## src/rtl/rr_arbiter8_pkg.sv

```systemverilog
// Shared arbiter types and constants: state encoding, full-width sizes, priority scan.
// Used combinationally by the arbiter; no timing or flow-control behaviour of its own.
// The scan helper finds the first set request at or after the priority pointer.
package arb_pkg;

    localparam int ARB_N    = 8;
    localparam int ARB_IDXW = 3;

    typedef enum logic {
        IDLE  = 1'b0,
        GRANT = 1'b1
    } arb_state_t;

    // Scan ptr, ptr+1, ... with natural modulo-ARB_N wrap. Bits above the
    // real requester count are zero-padded by the caller, so a narrower
    // arbiter still wraps modulo its own N.
    function automatic logic [ARB_IDXW-1:0] first_from_ptr(
        input logic [ARB_N-1:0]    req,
        input logic [ARB_IDXW-1:0] ptr
    );
        logic [ARB_IDXW-1:0] win;
        logic [ARB_IDXW-1:0] idx;
        logic                found;
        win   = '0;
        found = 1'b0;
        for (int i = 0; i < ARB_N; i++) begin
            idx = ptr + ARB_IDXW'(i);
            if (req[idx] && !found) begin
                found = 1'b1;
                win   = idx;
            end
        end
        return win;
    endfunction

endpackage

```

## src/rtl/rr_arbiter8_if.sv

```systemverilog
// Request/grant bundle between requesters and the round-robin arbiter.
// Carries no state; timing is set by the arbiter.
// Flow control is request-level: requesters hold req until granted.
interface rr_arbiter8_if #(
    parameter int N    = 8,
    parameter int IDXW = 3
);
    logic [N-1:0]    req;
    logic            done;
    logic [N-1:0]    gnt;
    logic [IDXW-1:0] gnt_idx;
    logic            gnt_valid;
    logic            timeout;

    modport master (
        output req, done,
        input  gnt, gnt_idx, gnt_valid, timeout
    );

    modport slave (
        input  req, done,
        output gnt, gnt_idx, gnt_valid, timeout
    );
endinterface

```

## src/rtl/onehot_dec.sv

```systemverilog
// Index-to-one-hot decoder with enable; output is all zero when disabled.
// Purely combinational, zero latency.
// No flow control.
module onehot_dec #(
    parameter int N    = 8,
    parameter int IDXW = 3
) (
    input  logic [IDXW-1:0] idx,
    input  logic            en,
    output logic [N-1:0]    dec
);
    always_comb begin
        dec = '0;
        if (en) begin
            dec[idx] = 1'b1;
        end
    end
endmodule

```

## src/rtl/rr_arbiter8.sv

```systemverilog
// Round-robin arbiter: N requesters share one resource, one-hot grant via decoder.
// Latency: request sampled at one edge is granted at the next; one dead cycle between grants.
// Owner holds until done, req drop, or the MAX_HOLD limit (timeout pulse) revokes it.
module rr_arbiter8
    import arb_pkg::*;
#(
    parameter int N        = 8,
    parameter int IDXW     = 3,
    parameter int MAX_HOLD = 16
) (
    input  logic         clk,
    input  logic         rst_n,
    rr_arbiter8_if.slave bus
);
    localparam int HCW = (MAX_HOLD == 0) ? 1 : $clog2(MAX_HOLD + 1);
    localparam logic [HCW-1:0] HOLD_LIM = HCW'(MAX_HOLD);
    localparam logic [HCW-1:0] HOLD_ONE = HCW'(1);

    arb_state_t      state;
    logic [IDXW-1:0] ptr;
    logic [IDXW-1:0] gnt_idx_q;
    logic            gnt_valid_q;
    logic            timeout_q;
    logic [HCW-1:0]  hold_cnt;

    logic [ARB_N-1:0] req_pad;
    logic [IDXW-1:0]  winner;
    logic             owner_req;
    logic             limit_hit;

    assign req_pad   = ARB_N'(bus.req);
    assign winner    = IDXW'(first_from_ptr(req_pad, ARB_IDXW'(ptr)));
    assign owner_req = bus.req[gnt_idx_q];
    assign limit_hit = (MAX_HOLD != 0) && (hold_cnt == HOLD_LIM);

    always_ff @(posedge clk or negedge rst_n) begin
        if (!rst_n) begin
            state       <= IDLE;
            ptr         <= '0;
            gnt_idx_q   <= '0;
            gnt_valid_q <= 1'b0;
            timeout_q   <= 1'b0;
            hold_cnt    <= '0;
        end else begin
            case (state)
                IDLE: begin
                    timeout_q <= 1'b0;
                    if (|bus.req) begin
                        gnt_idx_q   <= winner;
                        gnt_valid_q <= 1'b1;
                        hold_cnt    <= HOLD_ONE;
                        state       <= GRANT;
                    end
                end
                GRANT: begin
                    // done/req-drop outrank the hold limit, so a coincident
                    // done never reports a timeout.
                    if (bus.done || !owner_req || limit_hit) begin
                        timeout_q   <= !(bus.done || !owner_req);
                        gnt_valid_q <= 1'b0;
                        ptr         <= gnt_idx_q + 1'b1;
                        hold_cnt    <= '0;
                        state       <= IDLE;
                    end else begin
                        timeout_q <= 1'b0;
                        if (MAX_HOLD != 0 && hold_cnt != HOLD_LIM) begin
                            hold_cnt <= hold_cnt + 1'b1;
                        end
                    end
                end
                default: begin
                    state       <= IDLE;
                    gnt_valid_q <= 1'b0;
                    timeout_q   <= 1'b0;
                end
            endcase
        end
    end

    logic [N-1:0] gnt_dec;

    onehot_dec #(
        .N    (N),
        .IDXW (IDXW)
    ) u_dec (
        .idx (gnt_idx_q),
        .en  (gnt_valid_q),
        .dec (gnt_dec)
    );

    assign bus.gnt       = gnt_dec;
    assign bus.gnt_idx   = gnt_idx_q;
    assign bus.gnt_valid = gnt_valid_q;
    assign bus.timeout   = timeout_q;
endmodule
```

## src/flat_wrapper.sv

```systemverilog
// flat-port wrapper written by rule: the top's interface ports become plain ports
module rr_arbiter8_flat import arb_pkg::*;
#(
    parameter int N        = 8,
    parameter int IDXW     = 3,
    parameter int MAX_HOLD = 16
)
  (clk, rst_n, bus_req, bus_done, bus_gnt, bus_gnt_idx, bus_gnt_valid, bus_timeout);
  rr_arbiter8_if #(.N(N), .IDXW(IDXW)) bus_i ();
  input  logic clk;
  input  logic rst_n;
  input wire logic [$bits(bus_i.req)-1:0] bus_req;
  input wire logic [$bits(bus_i.done)-1:0] bus_done;
  output wire logic [$bits(bus_i.gnt)-1:0] bus_gnt;
  output wire logic [$bits(bus_i.gnt_idx)-1:0] bus_gnt_idx;
  output wire logic [$bits(bus_i.gnt_valid)-1:0] bus_gnt_valid;
  output wire logic [$bits(bus_i.timeout)-1:0] bus_timeout;
  assign bus_i.req = bus_req;
  assign bus_i.done = bus_done;
  assign bus_gnt = bus_i.gnt;
  assign bus_gnt_idx = bus_i.gnt_idx;
  assign bus_gnt_valid = bus_i.gnt_valid;
  assign bus_timeout = bus_i.timeout;
  rr_arbiter8 #(.N(N), .IDXW(IDXW), .MAX_HOLD(MAX_HOLD)) u_core (.clk(clk), .rst_n(rst_n), .bus(bus_i));
endmodule
```

## config.mk

```make
export PLATFORM = sky130hd
export DESIGN_NAME = rr_arbiter8_flat
export DESIGN_NICKNAME = d
export VERILOG_FILES = /design/src/rtl/rr_arbiter8_pkg.sv /design/src/rtl/rr_arbiter8_if.sv /design/src/rtl/onehot_dec.sv /design/src/rtl/rr_arbiter8.sv /design/src/flat_wrapper.sv
export SDC_FILE = /design/constraint.sdc
export NUM_CORES = 1
export LEC_CHECK = 0
export CAP_MARGIN = 20
export CORE_MARGIN = 2
export CORE_UTILIZATION = 25
export DETAILED_ROUTE_END_ITERATION = 16
export HOLD_SLACK_MARGIN = 0.12
export PLACE_DENSITY = 0.46
export SETUP_SLACK_MARGIN = 0.05
export SYNTH_ARGS = -nofsm -noshare
export SYNTH_HDL_FRONTEND = slang
export SYNTH_SLANG_ARGS = --single-unit
```

## constraint.sdc

```tcl
create_clock -name clk -period 2.9 [get_ports clk]
set_input_delay 0.725 -clock clk [delete_from_list [all_inputs] [get_ports clk]]
set_output_delay 0.725 -clock clk [all_outputs]
set_load 0.02 [all_outputs]
```

# After elaboration in Yosys (flattened, before gate mapping)
# Cells that the tools add are included.
# word_totals
memories,0
regBits,14
ram_bits,0
elab_cells,103
mem_bits_ro,0
input_bits,11
latch_bits,0
# op_classes
eq_ne,5
bitwise,1
n_reduce_logical,24
n_mul,0
shift,0
mux,48
div,0
magnitude_cmp,10
n_addsub,9
# op_table
op,count
$lt A3 B4 Y1 const B,9
$bmux W1 S3,9
$mux W3,8
$mux W1,22
$mux W5,3
$add A3 B3 Y3 const B,4
$pmux W5 S2,1
$logic_not A1 Y1,9
$logic_and A1 B1 Y1,8
$mux W8,1
$reduce_and A2 Y1,4
$reduce_or A8 Y1,1
$add A3 B1 Y3 const B,2
$add A3 B2 Y3 const B,2
$pmux W1 S2,3
$add A5 B1 Y5 const B,1
$eq A5 B5 Y1 const B,1
$ne A5 B5 Y1 const B,1
$demux W1 S3,1
$ge A3 B1 Y1 const B,1
$ne A3 B3 Y1 const B,1
$logic_or A1 B1 Y1,2
$ne A2 B1 Y1 const B,1
$ne A2 B2 Y1 const B,1
$not A1 Y1,1

# Logic depth before layout (Yosys ltp)
# Gate-level depths: netlist of run 1.
# logic_depth
word_depth,24
mapped_depth,12
mapped_depth_nobuf,8

# Cells and area by module
# From an unflattened synthesis of run 1, not the netlist that was laid out.
# unflattened
hier_cells,184
area_unflattened_um2,1843.0
# by_module_without_submodules
module,area_each_um2,cells_per_inst,seq_area_each_um2,n_inst
rr_arbiter8,1746.7,176,350.3,1
onehot_dec,96.3,8,0.0,1

# Worst setup path before layout of run 1
# Ideal clock, no wire load.
# synth_timing
path_kind,register to register
startpoint,register u_core.ptr[1]
endpoint,"register u_core.gnt_idx_q[2], in the netlist u_core.bus.gnt_idx[2]"
required_ns,2.813
setup_slack_ns,-0.269
setup_ns,0.087
t_arrival_ns,3.082
path_stages_with_launch,12
cell_sequence,dfrtp_1 -> buf_6 -> clkbuf_1 -> inv_1 -> ha_1 -> buf_2 -> mux4_2 -> mux2_2 -> nor4_4 -> o21ai_2 -> or4_1 -> o211ai_1
# synth_via
elab_chain_len,24
word_cells_on_any_way,52
classes_between,add/sub: 7; mux: 31; reduce/logical: 14
# synth_rtl
item,line_no,source
from (decl),rr_arbiter8.sv:20,logic [IDXW-1:0] ptr;
from (signal assigned),rr_arbiter8.sv:61,ptr <= gnt_idx_q + 1'b1;
branches (longest 23 deep; another with $add A3 B1 Y3),--,
$mux W3 (*),rr_arbiter8_pkg.sv:28,if (req[idx] && !found) begin
to (signal assigned),rr_arbiter8.sv:49,gnt_idx_q <= winner;
to (decl),rr_arbiter8.sv:21,logic [IDXW-1:0] gnt_idx_q;
# Mark *: on every way between the ends. The select of a mux whose other input is x is not followed.
# A chain may end at the register's enable or synchronous reset.

# Worst setup path in the final report of run 1
# layout_timing
startpoint,input port bus_req[2]
endpoint,"register u_core.gnt_idx_q[2], in the netlist u_core.bus.gnt_idx[2]"
# layout_via
elab_chain_len,24
word_cells_on_any_way,47
classes_between,mux: 31; reduce/logical: 16
# layout_rtl
item,line_no,source
from (decl),flat_wrapper.sv:12,input wire logic [$bits(bus_i.req)-1:0] bus_req;
$bmux W1 S3,rr_arbiter8_pkg.sv:28,
$mux W1 (implied by the code),rr_arbiter8_pkg.sv:28,
$mux W1,rr_arbiter8_pkg.sv:28,
$logic_not A1 Y1,rr_arbiter8_pkg.sv:28,
$logic_and A1 B1 Y1,rr_arbiter8_pkg.sv:28,
$mux W1,rr_arbiter8_pkg.sv:28,
$logic_not A1 Y1,rr_arbiter8_pkg.sv:28,
$logic_and A1 B1 Y1,rr_arbiter8_pkg.sv:28,
[... 8 more ...],--,
$logic_and A1 B1 Y1,rr_arbiter8_pkg.sv:28,
$mux W1,rr_arbiter8_pkg.sv:28,
$logic_not A1 Y1,rr_arbiter8_pkg.sv:28,
$logic_and A1 B1 Y1,rr_arbiter8_pkg.sv:28,
$mux W1,rr_arbiter8_pkg.sv:28,
$logic_not A1 Y1,rr_arbiter8_pkg.sv:28,
$logic_and A1 B1 Y1,rr_arbiter8_pkg.sv:28,
$mux W3,rr_arbiter8_pkg.sv:28,
# Parallel ways exist; a longest one is shown, timed or not. The select of a mux whose other input is x is not followed.

==> flow_metrics.py, run 1 <==
metrics = {
    "floorplan": {
        "die_x_um": 93.1,
        "pin_count": 24,
        "core_area_um2": 7730,
        "rows": 32,
        "die_area_um2": 8670,
        "initial_utilization_pct": 25.7,
        "fp.dieH_um": 93.1,
    },
    "yosys": {
        "synthesis.instances": 218,
        "synth_nets": 234,
        "synthArstFlopShare_pct": 100,
        "ys_seq_area_share_pct": 17.7,
        "synthFlopType": "dfrtp_1",
        "syn_area_per_cell_um2": 9.10,
        "ys_ff_latch": 14,
        "ys_warn_count": 0,
        "synthesis.area_um2": 1980,
        "synth_cell_types": 54,
        "synth_edf_count": 0,
    },
    "timing": {
        "post-route-min-period_ns": 2.75,
        "finalSetupViolCount": 0,
        "final-max-slew-violation-count": 0,
        "hold_viol": 0,
        "rsz0062_at_grt": "false",
        "whs_ns": 0.540,
        "skew_ns": 0.00262,
        "period_share_pct": 94.8,
        "tightest_slew_ns": 0.663,
        "slew_headroom_pct": 55.7,
        "max_freq_mhz": 364,
        "fin_ws_ns": 0.151,
    },
    "routing": {
        "dr.first_iter.drc_count": 141,
        "wirelength_um": 5840,
        "vias_per_cell": 5.18,
        "vias": 1954,
        "first_pass_iters": 6,
        "drc": 0,
        "ant_nets": 0,
        "wl_per_cell_um": 15.5,
    },
    "cts": {
        "clk_pin_slew_ns": 0.06,
        "clock-sinks": 14,
        "cts_max_level": 1,
        "cts_root_buffer": "clkbuf_8",
        "tritoncts": "built",
        "hold_buffers": 0,
        "ctsLongestPathBuffers": 2,
        "insertion_delay_ns": 0.24,
        "cts_buffers": 3,
    },
    "finish": {
        "multi_input_area_um2": 1550,
        "fin_cells": 377,
        "layout_common_cells": "buf_4, nand2_1, nor2_1",
        "num-fill-cells": 809,
        "final_nets": 292,
        "seq_area_um2": 352,
        "areaGrowthSynthToFinish_pct": 37.6,
        "antenna_cells": 0,
        "drive_above_1_share_pct": 35.3,
        "final_common_cell": "buf_4",
    },
    "power_and_ir_drop": {
        "swShare_pct": 46.8,
        "power_leakage_uw": 0.00111,
        "combPwrFrac_pct": 82.5,
        "intPower_uw": 1800,
        "p_clk_share_pct": 5.6,
        "pwr_density_cell_nw_per_um2": 1240,
        "p_switching_uw": 1580,
        "ir_drop_v": 0.000825,
        "seqPwrFrac_pct": 11.9,
    },
    "setup_path": {
        "worst-setup-path-type": "in2reg",
        "required_ns": 3.06,
        "path_max_fanout": 10,
        "crit_path_start_kind": "input pin",
        "cp_slowest_cell": "mux4_2",
        "cp_cell_sequence": "dlygate4sd2_1, mux4_2, a21o_1, a311oi_4, o21ai_2, or4_1, o211ai_1",
        "crit_path_max_incr_delay_ns": 0.59,
        "worstPathArrival_ns": 2.91,
        "r2r_cells": 9,
        "cp-end-kind": "flop",
    },
    "global_routing": {
        "grt_use_total_pct": 14.1,
        "grt_max_degree": 15,
        "grt_pass1_vias": 1971,
        "grt.overflow.total": 0,
        "grt_pass1_wl_um": 9820,
        "antenna_found_initial": 0,
    },
    "placement": {
        "dp.cells": 370,
        "io_buffers": 23,
        "preCtsSetupSlack_ns": -0.370,
        "gp_congestion": 0.837,
        "hpwl_um": 4600,
    },
    "worst_hold_path": {
        "min_path_type": "reg2reg",
        "hold_depth": 2,
    },
    "run_status": {
        "status": "complete, no violations",
    },
    "run": {
        "drv_cap": 0,
    },
}
==> routing by layer <==
layer  vias to the layer above  track usage (%)  share of wire, %
li1                        944                -                 -
met1                       958             19.4                47
met2                        44             23.8                48
met3                         8             2.18               3.9
met4                         0             2.57               1.3
met5                         -                0                 0
==> cells in the mapped netlist (2+ instances only) <==
cell type	instances	share of area, %
clkbuf_1	13	2.5
mux4_1	2	2.6
nor3_1	3	0.76
xnor2_1	2	0.88
nand3b_1	4	1.5
dfrtp_1	14	18
inv_1	9	1.7
mux4_2	15	17
nand3_1	6	1.5
nand4b_1	2	0.88
nor2_1	19	3.6
mux2_2	10	5.7
a22o_1	3	1.3
nor4_1	3	0.95
nor2b_1	5	1.6
o22ai_1	5	1.6
o21ai_0	8	2.0
a31oi_1	2	0.63
xor2_1	4	1.8
o31ai_1	2	0.76
or3_1	3	0.95
a221oi_1	3	1.3
nand2b_1	7	2.2
nand2_1	19	3.6
buf_2	4	1.0
ha_1	5	3.2
buf_1	2	0.38
a21oi_1	7	1.8
mux2i_1	12	6.1
==> critical path: cells and delay by family <==
family / cells / cell delay, ns
muxes: 1 / 0.59
buffers and inverters: 1 / 0.33
AOI/OAI and AO/OA: 4 / 0.80
and+or+nand+nor: 1 / 0.46
==> sequential cells by signal (all words and copies together) (netlist names) <==
name                  flops
u_core.ptr                3
u_core.state              1
u_core.bus.gnt_idx        3
u_core.bus.timeout        1
u_core.bus.gnt_valid      1
u_core.hold_cnt           5
==> final timing paths <==
kind | startpoint | end | slack (ns)
setup / recovery | bus_req[2] | u_core.bus.gnt_idx[2] | 0.15
hold / removal | u_core.bus.gnt_valid | u_core.bus.gnt_valid | 0.54
setup reg to reg | u_core.ptr[1] | u_core.bus.gnt_idx[2] | 0.22
hold reg to reg | u_core.bus.gnt_valid | u_core.bus.gnt_valid | 0.54
max in group asynchronous | rst_n | u_core.ptr[1] | 1.55
min in group asynchronous | rst_n | u_core.hold_cnt[2] | 0.89
==> power by group through the flow <==
| stage | registers [uW] | clock network [uW] | logic (uW) |
|---|---|---|---|
| global placement | 405 | 0 | 2690 |
| detailed placement | 405 | 0 | 2690 |
| CTS | 404 | 196 | 2710 |
| finish | 403 | 188 | 2790 |
| global route | 427 | 212 | 3050 |
| floorplan | 356 | 0 | 1890 |
==> cell families (layout without fill, tap and decap cells) <==
group	after synthesis	count (layout)	synth area share (%)
buffers and inverters	30	87	6.49
DFF	14	14	17.7
muxes	40	40	32.2
xor gates and xnor gates	6	6	2.65
adders and majority gates	5	5	3.15
and+or+nand+nor	75	75	19.6
AOI/OAI and AO/OA	48	48	18.3
==> stage by stage <==
| step | area (um2) | utilization, % | power (uW) | setup TNS [ns] |
|---|---|---|---|---|
| finish | 2730 | 35.3 | 3380 | 0 |
| global route | 2730 | 35.3 | 3690 | 0 |
| CTS | 2690 | 34.8 | 3310 | 0 |
| detailed placement | 2630 | 34.0 | 3090 | -1.23 |
| global placement | 2630 | 34.0 | 3100 | -1.17 |
| floorplan | 2040 | - | 2250 | 0 |
==> timing repair <==
item | CTS | global route
pin swaps | 1 | 2
setup buffers | 1 | 2
endpoints found under the setup margin | 3 | 3
resized for setup | 9 | 7
==> final cells by class <==
class / count / share of cell area (%)
repair buffers: 74 / 22.1
multi-input cells: 174 / 56.9
inverters: 9 / 1.42
clock buffers: 4 / 2.02
well taps: 102 / 4.67
flip-flops and latches: 14 / 12.9
Note: power is estimated with default switching activity, not from simulation.
==> inputs of run 2 (changes only) <==
Settings changed: CAP_MARGIN 20 to unset, CELL_PAD_IN_SITES_DETAIL_PLACEMENT set to 0, CELL_PAD_IN_SITES_GLOBAL_PLACEMENT set to 1, PLACE_DENSITY 0.46 to 0.55.
==> run 2 against run 1 <==
Compared with the run above: clock skew is 0.0043 ns higher; first-iteration DRC count is 18% lower; via count is 1.1% lower; combinational power about the same; register-to-register slack improved by 0.03 ns; critical path type unchanged; largest power group unchanged.
==> flow_metrics.py, run 2 (same netlist as run 1, synthesis figures left out) <==
metrics = {
    "timing": {
        "max_freq_mhz": 362,
        "tightest_slew_ns": 0.853,
        "whs_ns": 0.540,
        "slew_headroom_pct": 42.8,
        "period_share_pct": 95.2,
        "skew_ns": 0.00694,
        "post-route-min-period_ns": 2.76,
        "final-max-slew-violation-count": 0,
        "hold_viol": 0,
        "finalSetupViolCount": 0,
        "rsz0062_at_grt": "false",
    },
    "routing": {
        "wirelength_um": 6010,
        "vias_per_cell": 5.12,
        "wl_per_cell_um": 16.0,
        "drc": 0,
        "first_pass_iters": 4,
        "vias": 1932,
        "ant_nets": 0,
        "dr.first_iter.drc_count": 116,
    },
    "power_and_ir_drop": {
        "p_switching_uw": 1580,
        "power.total_uw": 3410,
        "power_leakage_uw": 0.00111,
        "pwr_density_cell_nw_per_um2": 1260,
        "p_clk_share_pct": 5.6,
        "swShare_pct": 46.3,
        "seqPwrFrac_pct": 12.1,
        "intPower_uw": 1830,
        "ir_drop_v": 0.000770,
        "combPwrFrac_pct": 82.3,
    },
    "finish": {
        "final_nets": 292,
        "antenna_cells": 0,
        "largest_reg_flops": 5,
        "final_area_um2": 2710,
        "final_common_cell": "buf_4",
        "areaGrowthSynthToFinish_pct": 36.6,
        "layout_common_cells": "buf_4, nand2_1, nor2_1",
        "utilization_pct": 35.1,
        "regMostFlops": "u_core.hold_cnt",
        "drive_above_1_share_pct": 33.8,
    },
    "placement": {
        "io_buffers": 23,
        "hpwl_um": 4740,
        "place_area_um2": 2640,
        "gp_congestion": 0.781,
    },
    "cts": {
        "cts_max_level": 1,
        "tritoncts": "built",
        "cts_root_buffer": "clkbuf_8",
        "clock-sinks": 14,
        "clk_pin_slew_ns": 0.06,
        "cts_buffers": 3,
        "hold_buffers": 0,
        "ctsLongestPathBuffers": 2,
        "insertion_delay_ns": 0.24,
    },
    "setup_path": {
        "required_ns": 3.06,
        "crit_path_start_kind": "input pin",
        "worstPathArrival_ns": 2.92,
        "path_max_fanout": 4,
        "cp-end-kind": "flop",
        "worst-setup-path-type": "in2reg",
        "r2r_cells": 9,
    },
    "global_routing": {
        "antenna_found_initial": 0,
        "grt.overflow.total": 0,
        "grt_max_degree": 20,
        "grt_pass1_wl_um": 10300,
        "grt_use_total_pct": 14.7,
        "grt_pass1_vias": 2036,
    },
    "floorplan": {
        "fp.dieH_um": 93.1,
        "initial_utilization_pct": 25.7,
        "die_x_um": 93.1,
        "die_area_um2": 8670,
        "pin_count": 24,
        "rows": 32,
        "core_area_um2": 7730,
    },
    "worst_hold_path": {
        "hold_depth": 2,
        "min_path_type": "reg2reg",
    },
    "run": {
        "drv_cap": 0,
    },
    "run_status": {
        "status": "complete, no violations",
    },
}
## run 2: changes by cell type in the layout (fill, tap and decap cells not counted)
cell,delta
a221oi_1,+2
xnor2_1,+1
buf_6,+2
a221oi_2,-2
nor4_1,+1
nor4_2,-1
buf_4,-2
xnor2_2,-1
## run 2: power groups by stage
stage | Sequential (uW) | Clock [uW] | Combinational (uW)
2_1_floorplan | 356 | 0 | 1890
3_3_place_gp | 414 | 0 | 2760
3_5_place_dp | 415 | 0 | 2750
4_1_cts | 412 | 195 | 2770
5_1_grt | 430 | 210 | 3080
6_report | 414 | 190 | 2810
## run 2: final cells by class
class                           instances  area (um2)
Fill cell                             797        5020
Multi-Input combinational cell        174        1530
Timing Repair Buffer                   74         611
Sequential cell                        14         352
Tap cell                              102         128
Clock buffer                            4        55.1
Inverter                                9        38.8
## run 2: worst paths after layout
| path | from | end | slack [ns] |
|---|---|---|---|
| max in group asynchronous | rst_n | u_core.ptr[1] | 1.59 |
| min in group asynchronous | rst_n | u_core.hold_cnt[2] | 0.87 |
| min | u_core.bus.gnt_valid | u_core.bus.gnt_valid | 0.54 |
| max reg2reg | u_core.ptr[1] | u_core.bus.gnt_idx[2] | 0.25 |
| min reg2reg | u_core.bus.gnt_valid | u_core.bus.gnt_valid | 0.54 |
| max | bus_req[2] | u_core.bus.gnt_idx[2] | 0.14 |
## run 2: through the flow
step	std cells	worst slack (ns)	TNS (ns)
after floorplan	218	0.00510	0
after global placement	372	-0.346	-0.937
after detailed placement	372	-0.322	-0.966
after CTS	376	0.0763	0
after global routing	377	0.0504	0
final	377	0.138	0
## run 2: worst max-delay path, stage by stage
cell           delay [ns]
dlygate4sd2_1        0.26
buf_4                0.15
mux4_2               0.51
buf_4                0.17
a221oi_2             0.30
o21ai_0              0.18
nor4_1               0.30
a311oi_1             0.09
o211ai_1             0.23
## run 2: repair_timing
action                                  in CTS  in global routing
endpoints found under the setup margin       3                  3
pin swaps                                    1                  3
setup buffers                                0                  1
endpoints found under the hold margin        0                  0
gates resized for setup                      9                  5
## run 2: metal layers
metal | track usage (%) | up-vias | wire length, um
met3 | 2.42 | 4 | 150
met1 | 20.7 | 960 | 2900
met2 | 24.5 | 22 | 2940
met5 | 0 | - | 0
met4 | 1.35 | 0 | 27
li1 | - | 946 | -
==> inputs of run 3 (changes only) <==
Settings changed: CTS_BUF_LIST set to sky130_fd_sc_hd__clkbuf_2 sky130_fd_sc_hd__clkbuf_4 sky130_fd_sc_hd__clkbuf_8.
==> results of run 3 <==
The final DEF is identical to that of run 2; final timing and power are the same.
